## config.mk

```make
export PLATFORM = sky130hd
export DESIGN_NAME = round_referee
export DESIGN_NICKNAME = d
export VERILOG_FILES = /design/src/rtl/round_referee.sv
export SDC_FILE = /design/constraint.sdc
export NUM_CORES = 1
export LEC_CHECK = 0
export CAP_MARGIN = 30
export CORE_MARGIN = 8
export CORE_UTILIZATION = 39
export DETAILED_ROUTE_END_ITERATION = 6
export HOLD_SLACK_MARGIN = 0.06
export MAX_ROUTING_LAYER = met4
export SETUP_SLACK_MARGIN = 0.15
export SYNTH_ARGS = -nofsm -noshare
export SYNTH_HDL_FRONTEND = slang
export SYNTH_SLANG_ARGS = --single-unit
```

## constraint.sdc

```tcl
create_clock -name Clk -period 3.1 [get_ports Clk]
set_clock_uncertainty 0.05 [all_clocks]
set_input_delay 0.31 -clock Clk [delete_from_list [all_inputs] [get_ports Clk]]
set_output_delay 0.31 -clock Clk [all_outputs]
set_load 0.01 [all_outputs]
```

## src/rtl/round_referee.sv

```systemverilog
// Match referee: turns per-frame crash flags into round results, scores and match wins.
// Optional define ROUND_REFEREE_CRASH_LATCH_EN makes crash pulses between frame ticks sticky until the next tick.
module round_referee #(
  parameter int WIN_SCORE   = 3,
  parameter int HOLD_FRAMES = 60,
  parameter int SCORE_W     = 4
) (
  input  logic               Clk,
  input  logic               Reset_n,
  input  logic [2:0]         Game_State,
  input  logic               frame_tick,
  input  logic               blue_crash,
  input  logic               red_crash,
  output logic               Reset_Round,
  output logic               Blue_W,
  output logic               Red_W,
  output logic [SCORE_W-1:0] blue_score,
  output logic [SCORE_W-1:0] red_score,
  output logic               round_over,
  output logic               last_draw
);

  localparam int                 CNT_W     = $clog2(HOLD_FRAMES + 1);
  localparam logic [2:0]         GS_MENU   = 3'd0;
  localparam logic [2:0]         GS_START  = 3'd2;
  localparam logic [SCORE_W-1:0] WIN       = SCORE_W'(WIN_SCORE);
  localparam logic [CNT_W-1:0]   HOLD_LOAD = CNT_W'(HOLD_FRAMES);

  typedef enum logic [1:0] {IDLE, PLAY, HOLD, MATCH_END} state_t;

  state_t             state;
  logic [CNT_W-1:0]   hold_cnt;
  logic               blue_hit;
  logic               red_hit;
  logic [SCORE_W-1:0] blue_inc;
  logic [SCORE_W-1:0] red_inc;
  logic               in_play;

  assign in_play = (state == PLAY) && (Game_State == GS_START);

`ifdef ROUND_REFEREE_CRASH_LATCH_EN
  logic blue_seen;
  logic red_seen;

  // Sticky flags only gather between ticks; a tick consumes them, as does leaving PLAY.
  always_ff @(posedge Clk) begin
    if (!Reset_n || !in_play || frame_tick) begin
      blue_seen <= 1'b0;
      red_seen  <= 1'b0;
    end else begin
      blue_seen <= blue_seen | blue_crash;
      red_seen  <= red_seen | red_crash;
    end
  end

  assign blue_hit = blue_crash | blue_seen;
  assign red_hit  = red_crash | red_seen;
`else
  assign blue_hit = blue_crash;
  assign red_hit  = red_crash;
`endif

  // Saturating increments: a score parked at WIN_SCORE after a match never wraps.
  assign blue_inc = (blue_score >= WIN) ? WIN : blue_score + SCORE_W'(1);
  assign red_inc  = (red_score  >= WIN) ? WIN : red_score  + SCORE_W'(1);

  // NOTE: all state and outputs are updated with non-blocking assignments so every
  // branch below reads the pre-edge values, regardless of statement order.
  always_ff @(posedge Clk) begin
    // NOTE: reset is synchronous; Menu reuses the same clear path because it
    // must override every other state transition.
    if (!Reset_n || Game_State == GS_MENU) begin
      state       <= IDLE;
      hold_cnt    <= '0;
      Reset_Round <= 1'b0;
      Blue_W      <= 1'b0;
      Red_W       <= 1'b0;
      blue_score  <= '0;
      red_score   <= '0;
      round_over  <= 1'b0;
      last_draw   <= 1'b0;
    end else begin
      Reset_Round <= 1'b0;
      case (state)
        IDLE: begin
          if (Game_State == GS_START) state <= PLAY;
        end

        PLAY: begin
          if (Game_State != GS_START) begin
            state <= IDLE;
          end else if (frame_tick) begin
            if (blue_hit && red_hit) begin
              last_draw  <= 1'b1;
              hold_cnt   <= HOLD_LOAD;
              round_over <= 1'b1;
              state      <= HOLD;
            end else if (blue_hit) begin
              last_draw <= 1'b0;
              red_score <= red_inc;
              if (red_inc == WIN) begin
                Red_W <= 1'b1;
                state <= MATCH_END;
              end else begin
                hold_cnt   <= HOLD_LOAD;
                round_over <= 1'b1;
                state      <= HOLD;
              end
            end else if (red_hit) begin
              last_draw  <= 1'b0;
              blue_score <= blue_inc;
              if (blue_inc == WIN) begin
                Blue_W <= 1'b1;
                state  <= MATCH_END;
              end else begin
                hold_cnt   <= HOLD_LOAD;
                round_over <= 1'b1;
                state      <= HOLD;
              end
            end
          end
        end

        HOLD: begin
          if (Game_State != GS_START) begin
            // Sequencer pulled out of the round on its own: drop the hold quietly.
            hold_cnt   <= '0;
            round_over <= 1'b0;
            state      <= IDLE;
          end else if (frame_tick) begin
            hold_cnt <= hold_cnt - CNT_W'(1);
            if (hold_cnt == CNT_W'(1)) begin
              Reset_Round <= 1'b1;
              round_over  <= 1'b0;
              state       <= IDLE;
            end
          end
        end

        MATCH_END: begin
          if (Game_State != GS_START) begin
            Blue_W <= 1'b0;
            Red_W  <= 1'b0;
            state  <= IDLE;
          end
        end

        default: state <= IDLE;
      endcase
    end
  end

  a_single_winner : assert property (@(posedge Clk) !(Blue_W && Red_W));

endmodule
```

==> results of run 1 <==
==> Yosys cell counts (3+ instances only) <==
| master | number |
|---|---|
| nand2_1 | 8 |
| ha_1 | 8 |
| nand3_1 | 4 |
| nand2b_1 | 4 |
| a21oi_1 | 11 |
| inv_1 | 11 |
| nor2_1 | 13 |
| a31oi_1 | 3 |
| o31ai_1 | 5 |
| o21ai_0 | 6 |
| dfxtp_1 | 21 |
| nor3_1 | 6 |
| nor3b_1 | 4 |
==> layer usage <==
metal | vias up | global-route usage (%) | share of wire (%)
li1 | 565 | - | -
met1 | 531 | 11.9 | 44
met2 | 24 | 21.1 | 49
met3 | 8 | 3.07 | 4.7
met4 | 0 | 5.77 | 2.4
met5 | - | - | 0
==> per-stage QoR <==
stage	std cells	setup slack, ns	hold slack, ns	total power, mW
after floorplan	140	1.19	0.408	0.350
after global placement	191	0.593	0.415	0.377
after detailed placement	191	0.533	0.414	0.379
after CTS	195	0.874	0.436	0.509
after global routing	195	0.769	0.455	0.536
final	195	0.854	0.429	0.505
==> final cells by class <==
cell class | instances | share of cell area, %
flip-flops and latches | 21 | 28.8
multi-input cells | 104 | 48.9
repair buffers | 22 | 14.8
clock buffers | 3 | 1.54
inverters | 11 | 2.83
clock inverters | 1 | 0.343
well taps | 33 | 2.83
==> state kept, by name (all words and copies together), names as in the netlist <==
| signal | flops |
|---|---|
| Reset_Round | 1 |
| blue_score | 4 |
| round_over | 1 |
| Red_W | 1 |
| red_score | 4 |
| state | 2 |
| last_draw | 1 |
| hold_cnt | 6 |
| Blue_W | 1 |
==> worst max-delay path: stages <==
cell,delay (ns)
clkdlybuf4s50_1,0.52
or3b_1,0.54
nor3_4,0.22
o211ai_2,0.15
or2_0,0.36
a31o_2,0.29
==> worst paths after layout <==
path / from / to
worst max-delay path: Game_State[1] / hold_cnt[3]
worst min-delay path: round_over / round_over
worst max register to register: red_score[0] / hold_cnt[3]
worst min register to register: round_over / round_over
==> cell families after synthesis <==
family | Yosys count | share of synthesized area [%]
compound gates | 40 | 23.0
xor+xnor | 1 | 0.732
fa+ha+maj | 8 | 8.37
buf+inv | 15 | 5.65
flops | 21 | 35.1
mux | 2 | 1.67
simple gates | 53 | 25.4
==> cell usage in the layout (no fill, tap or decap), drive strengths merged, types with 2 or more instances in the layout <==
| cell | synthesis | final |
|---|---|---|
| o21ai | 6 | 6 |
| clkbuf | 2 | 3 |
| dfxtp | 21 | 21 |
| o311ai | 2 | 2 |
| o211ai | 2 | 2 |
| nand2b | 4 | 4 |
| nor3b | 5 | 5 |
| buf | 2 | 2 |
| a211o | 2 | 2 |
| nor4b | 2 | 2 |
| or3b | 2 | 2 |
| nand3 | 4 | 4 |
| o31ai | 5 | 5 |
| or3 | 2 | 2 |
| mux2i | 2 | 2 |
| a31oi | 3 | 3 |
| inv | 11 | 11 |
| nor2 | 13 | 13 |
| nor4 | 2 | 2 |
| ha | 8 | 8 |
| nand2 | 8 | 8 |
| clkdlybuf4s50 | 0 | 20 |
| a311oi | 2 | 2 |
| a31o | 2 | 2 |
| nor3 | 7 | 7 |
| a21oi | 11 | 11 |
==> power breakdown <==
part,switching (mW),internal (mW)
clock network,0.0843,0.0482
logic,0.0508,0.0362
registers,0.00738,0.279
total,0.142,0.363
==> reports/metrics.cfg, run 1 <==
[layout]
postLayoutCellArea_um2 = 1460
num-fill-cells = 312
fin_nets = 179
drive_gt1_share_pct = 8.64
finish.utilization_pct = 49.0
multi_input_area_um2 = 713
antennaDiodeCount = 0
syn2layout_area_growth_pct = 22.0
seq_area_um2 = 420

[logic_synthesis]
synthCells = 140
syn_nets = 156
syn_area_um2 = 1200
synthTopCellsByArea = dfxtp_1, ha_1, a21oi_1
syn_avg_cell_area_um2 = 8.54
synth-async-reset-ratio_pct = 0
synth_seq_cells = 21
synth_warnings = 0
synth_top_cell_area_share_pct = 35.1
yosysTopAreaCell = dfxtp_1
synth.distinct_cells = 41
synth-main-ff-cell = dfxtp_1
synth_seq_area_share_pct = 35.1
synth_edf_count = 0

[setup_path]
cp-end-kind = flop
start_kind = input pin
worstPathArrival_ns = 2.41
critPathMaxFanout = 9
worst-r2r-setup-slack_ns = 0.95
reg2regPathDepth = 6
required_ns = 3.26
critPathKind = in2reg

[floorplanning]
core_area_um2 = 2980
dieWidth_um = 71.4
start_util_pct = 40.2
placementRows = 20
die_y_um = 71.4
io_pins = 21
dieArea_um2 = 5100

[routing]
wl_um = 2790
drt_iter0_markers = 35
dr.pass1.iters = 4
vias = 1128
ant_nets = 0
post_drt_via_cell_ratio = 5.78
wl_per_cell_um = 14.3
post-route-drc-count = 0

[global_route]
grt_pass1_wl_um = 4890
track_usage_pct = 11.9
grt_antenna_before_repair = 0
first_global_vias = 1152
grt_max_degree = 13
grt_overflow_total = 0

[power]
power_density_nw_per_um2 = 346
irDropWorstVdd_uv = 188
power_leakage_nw = 0.522

[timing]
worst_pin_slew_ns = 0.715
final.setup.tns_ns = 0
max_freq_mhz = 445
min_period_ns = 2.25
finalCritPeriodShare_pct = 72.4
hold_viol_final = 0
slew_headroom_pct = 52.0
finalSetupViolCount = 0
rsz0062_at_grt = false
slew_violations = 0

[clock_network]
ctsLongestPathBuffers = 2
cts_setup_buffers = 0
clkTransAtPathRegs_ns = 0.11
postCtsHoldBufs = 0
cts_resized = 0
h-tree-depth = 1
clock_latency_ns = 0.31
cts_tree = yes
cts.sinks = 21
cts-root-buf = clkbuf_4
cts-buffers-inserted = 3

[placement]
gp_congestion = 0.944
dpl_cell_area_um2 = 1430
hpwl_um = 2200
portBuffers = 20

[run]
max_cap_violations = 0

[worst_hold_path]
hold_path_class = reg2reg
min_path_cells = 2

[run_status]
outcome = finished, final reports clean

(Power assumes the default switching activity.)
==> run 2, diff against run 1 <==
Clock period 3.1 ns to 1.9 ns, I/O delays scaled along.
==> reports/metrics.cfg, run 2 (same netlist as run 1, synthesis figures left out) <==
[run_status]
outcome = finished, final reports clean  ; unchanged

[timing]
worst_pin_slew_ns = 0.371  ; was 0.715 ns
max_freq_mhz = 573
rsz0062_at_grt = true  ; was false
finalCritPeriodShare_pct = 91.8
slew_headroom_pct = 75.2  ; was 52.0%
min_period_ns = 1.74
setup_ws_ns = 0.156  ; was 0.854 ns
finalSetupViolCount = 0  ; unchanged
hold_viol_final = 0  ; unchanged
hold_slack_ns = 0.438  ; was 0.429 ns
slew_violations = 0  ; unchanged

[layout]
largest_register = hold_cnt  ; unchanged
largest_reg_flops = 6  ; unchanged
reg_top3 = hold_cnt x6, blue_score x4, red_score x4  ; unchanged
stdcell_count = 225  ; was 195
syn2layout_area_growth_pct = 56.8  ; was 22.0%
num-fill-cells = 252  ; was 312
final_cell_mix = buf_4, clkdlybuf4s50_1, dfxtp_1  ; was dfxtp_1, clkdlybuf4s50_1, nor2_1
fin_nets = 209  ; was 179
final_common_cell = buf_4  ; was dfxtp_1
antennaDiodeCount = 0  ; unchanged
drive_gt1_share_pct = 35.4  ; was 8.64%

[floorplanning]
placementRows = 20  ; unchanged
die_y_um = 71.4  ; unchanged
dieArea_um2 = 5100  ; unchanged
core_area_um2 = 2980  ; unchanged
dieWidth_um = 71.4  ; unchanged
io_pins = 21  ; unchanged
start_util_pct = 40.2  ; unchanged

[setup_path]
cp-end-kind = flop  ; unchanged
start_kind = input pin  ; unchanged
critPathTopFamily = simple AND/OR/NAND/NOR gates  ; unchanged
worstPathCellList = clkdlybuf4s50_1 > or3b_4 > nor3_4 > o211ai_4 > or2_4 > a31o_2  ; was clkdlybuf4s50_1 > or3b_1 > nor3_4 > o211ai_2 > or2_0 > a31o_2
crit_buf_inv = 1  ; unchanged
cpPeakStageDelay_ns = 0.44  ; was 0.54 ns
worstPathArrival_ns = 1.92  ; was 2.41 ns
critPathMaxFanout = 7  ; was 9
critPathKind = in2reg  ; unchanged
slowest_stage = clkdlybuf4s50_1  ; was or3b_1
required_ns = 2.07  ; was 3.26 ns

[clock_network]
clock_latency_ns = 0.31  ; about the same
cts-buffers-inserted = 3  ; unchanged
cts_tree = yes  ; unchanged
ctsLongestPathBuffers = 2  ; unchanged
cts-root-buf = clkbuf_4  ; unchanged
postCtsHoldBufs = 0  ; unchanged
cts.sinks = 21  ; unchanged
h-tree-depth = 1  ; unchanged
clkTransAtPathRegs_ns = 0.12  ; was 0.11 ns

[power]
p_int_mw = 0.650  ; was 0.363 mW
power_leakage_nw = 0.706  ; was 0.522 nW
irDropWorstVdd_uv = 277  ; was 188 uV
power_frac_seq_pct = 50.8  ; was 56.6%
p_sw_share_pct = 29.5  ; was 28.2%
power_density_nw_per_um2 = 491  ; was 346 nW/um2
netSwitchingPower_mw = 0.272  ; was 0.142 mW
clkPwrFrac_pct = 24.2  ; was 26.2%
pwr-share-comb_pct = 25.0  ; was 17.2%

[routing]
wl_um = 3330  ; was 2790 um
post-route-drc-count = 0  ; unchanged
maxUsedRoutingLayer = met4  ; unchanged
drt_iter0_markers = 56  ; was 35
wl_met3_um = 129  ; was 130 um
drt-met1-wl_um = 1340  ; was 1220 um
post_drt_via_cell_ratio = 5.48  ; was 5.78
dr.pass1.iters = 4  ; unchanged
ant_nets = 0  ; unchanged
wl_per_cell_um = 14.8  ; was 14.3 um
vias = 1233  ; was 1128
wl_met2_um = 1800  ; was 1370 um

[global_route]
track_usage_pct = 13.4  ; was 11.9%
first_global_vias = 1218  ; was 1152
grt_antenna_before_repair = 0  ; unchanged
grt_pass1_wl_um = 5340  ; was 4890 um
grt_max_degree = 19  ; was 13
grt_overflow_total = 0  ; unchanged

[placement]
gp_congestion = 0.887  ; was 0.944
post-place-cells = 214  ; was 191
hpwl_um = 2490  ; was 2200 um
portBuffers = 20  ; unchanged
place_ws_ns = -0.399  ; was 0.533 ns

[worst_hold_path]
hold_path_class = reg2reg  ; unchanged

[run]
max_cap_violations = 0  ; unchanged

==> run 2: power by group through the flow <==
stage                     clock [mW]  sequential [mW]  combinational [mW]
after floorplan                    0            0.475              0.0996
after global placement             0            0.476               0.175
after detailed placement           0            0.477               0.179
after CTS                      0.233            0.468               0.207
after global routing           0.262            0.470               0.251
final                          0.223            0.468               0.231
==> run 2: area by class of cell <==
cell class                 count  area, um2  share of cell area [%]
multi-input combinational    104        882                    47.0
timing repair buffer          52        455                    24.3
sequential                    21        428                    22.8
inverter                      11       41.3                    2.20
tap                           33       41.3                    2.20
clock buffer                   3       22.5                    1.20
clock inverter                 1       5.00                   0.267
==> run 2: path summary, 6_finish.rpt <==
kind	slack, ns	cells after the start	startpoint	endpoint
max	0.16	6	Game_State[0]	hold_cnt[3]
min reg2reg	0.44	2	Red_W	Red_W
max reg2reg	0.18	7	state[1]	hold_cnt[3]
min	0.44	2	Red_W	Red_W
==> run 2: repair_timing <==
action	CTS	global route
endpoints found under the setup margin	10	15
buffers inserted	4	3
pin swaps	4	9
resized for setup	21	16
gates cloned	0	0
==> run 2: routing by layer <==
layer,vias to the layer above,GRT usage [%]
met3,5,2.37
met4,0,7.85
met2,24,23.2
li1,623,-
met1,581,14.0
met5,-,-
==> run 2: metrics by stage <==
step	TNS (ns)	util, %	total power [mW]	area, um2
final	0	63.0	0.922	1880
after global routing	0	63.0	0.982	1880
after CTS	0	58.9	0.907	1760
after detailed placement	-3.72	54.9	0.656	1630
after global placement	-3.01	54.9	0.651	1630
after floorplan	0	-	0.574	1210
==> run 2: worst reg2reg max path: stages (launching register included) <==
cell      delay (ns)
dfxtp_2         0.35
inv_2           0.05
ha_4            0.16
buf_4           0.13
a31oi_2         0.20
o211ai_4        0.14
or2_4           0.30
a31o_2          0.24
==> run 3, diff against run 2 <==
Settings changed: GPL_ROUTABILITY_DRIVEN set to 0.
==> results of run 3 <==
No change in the layout: final DEF, timing and power equal those of run 2.
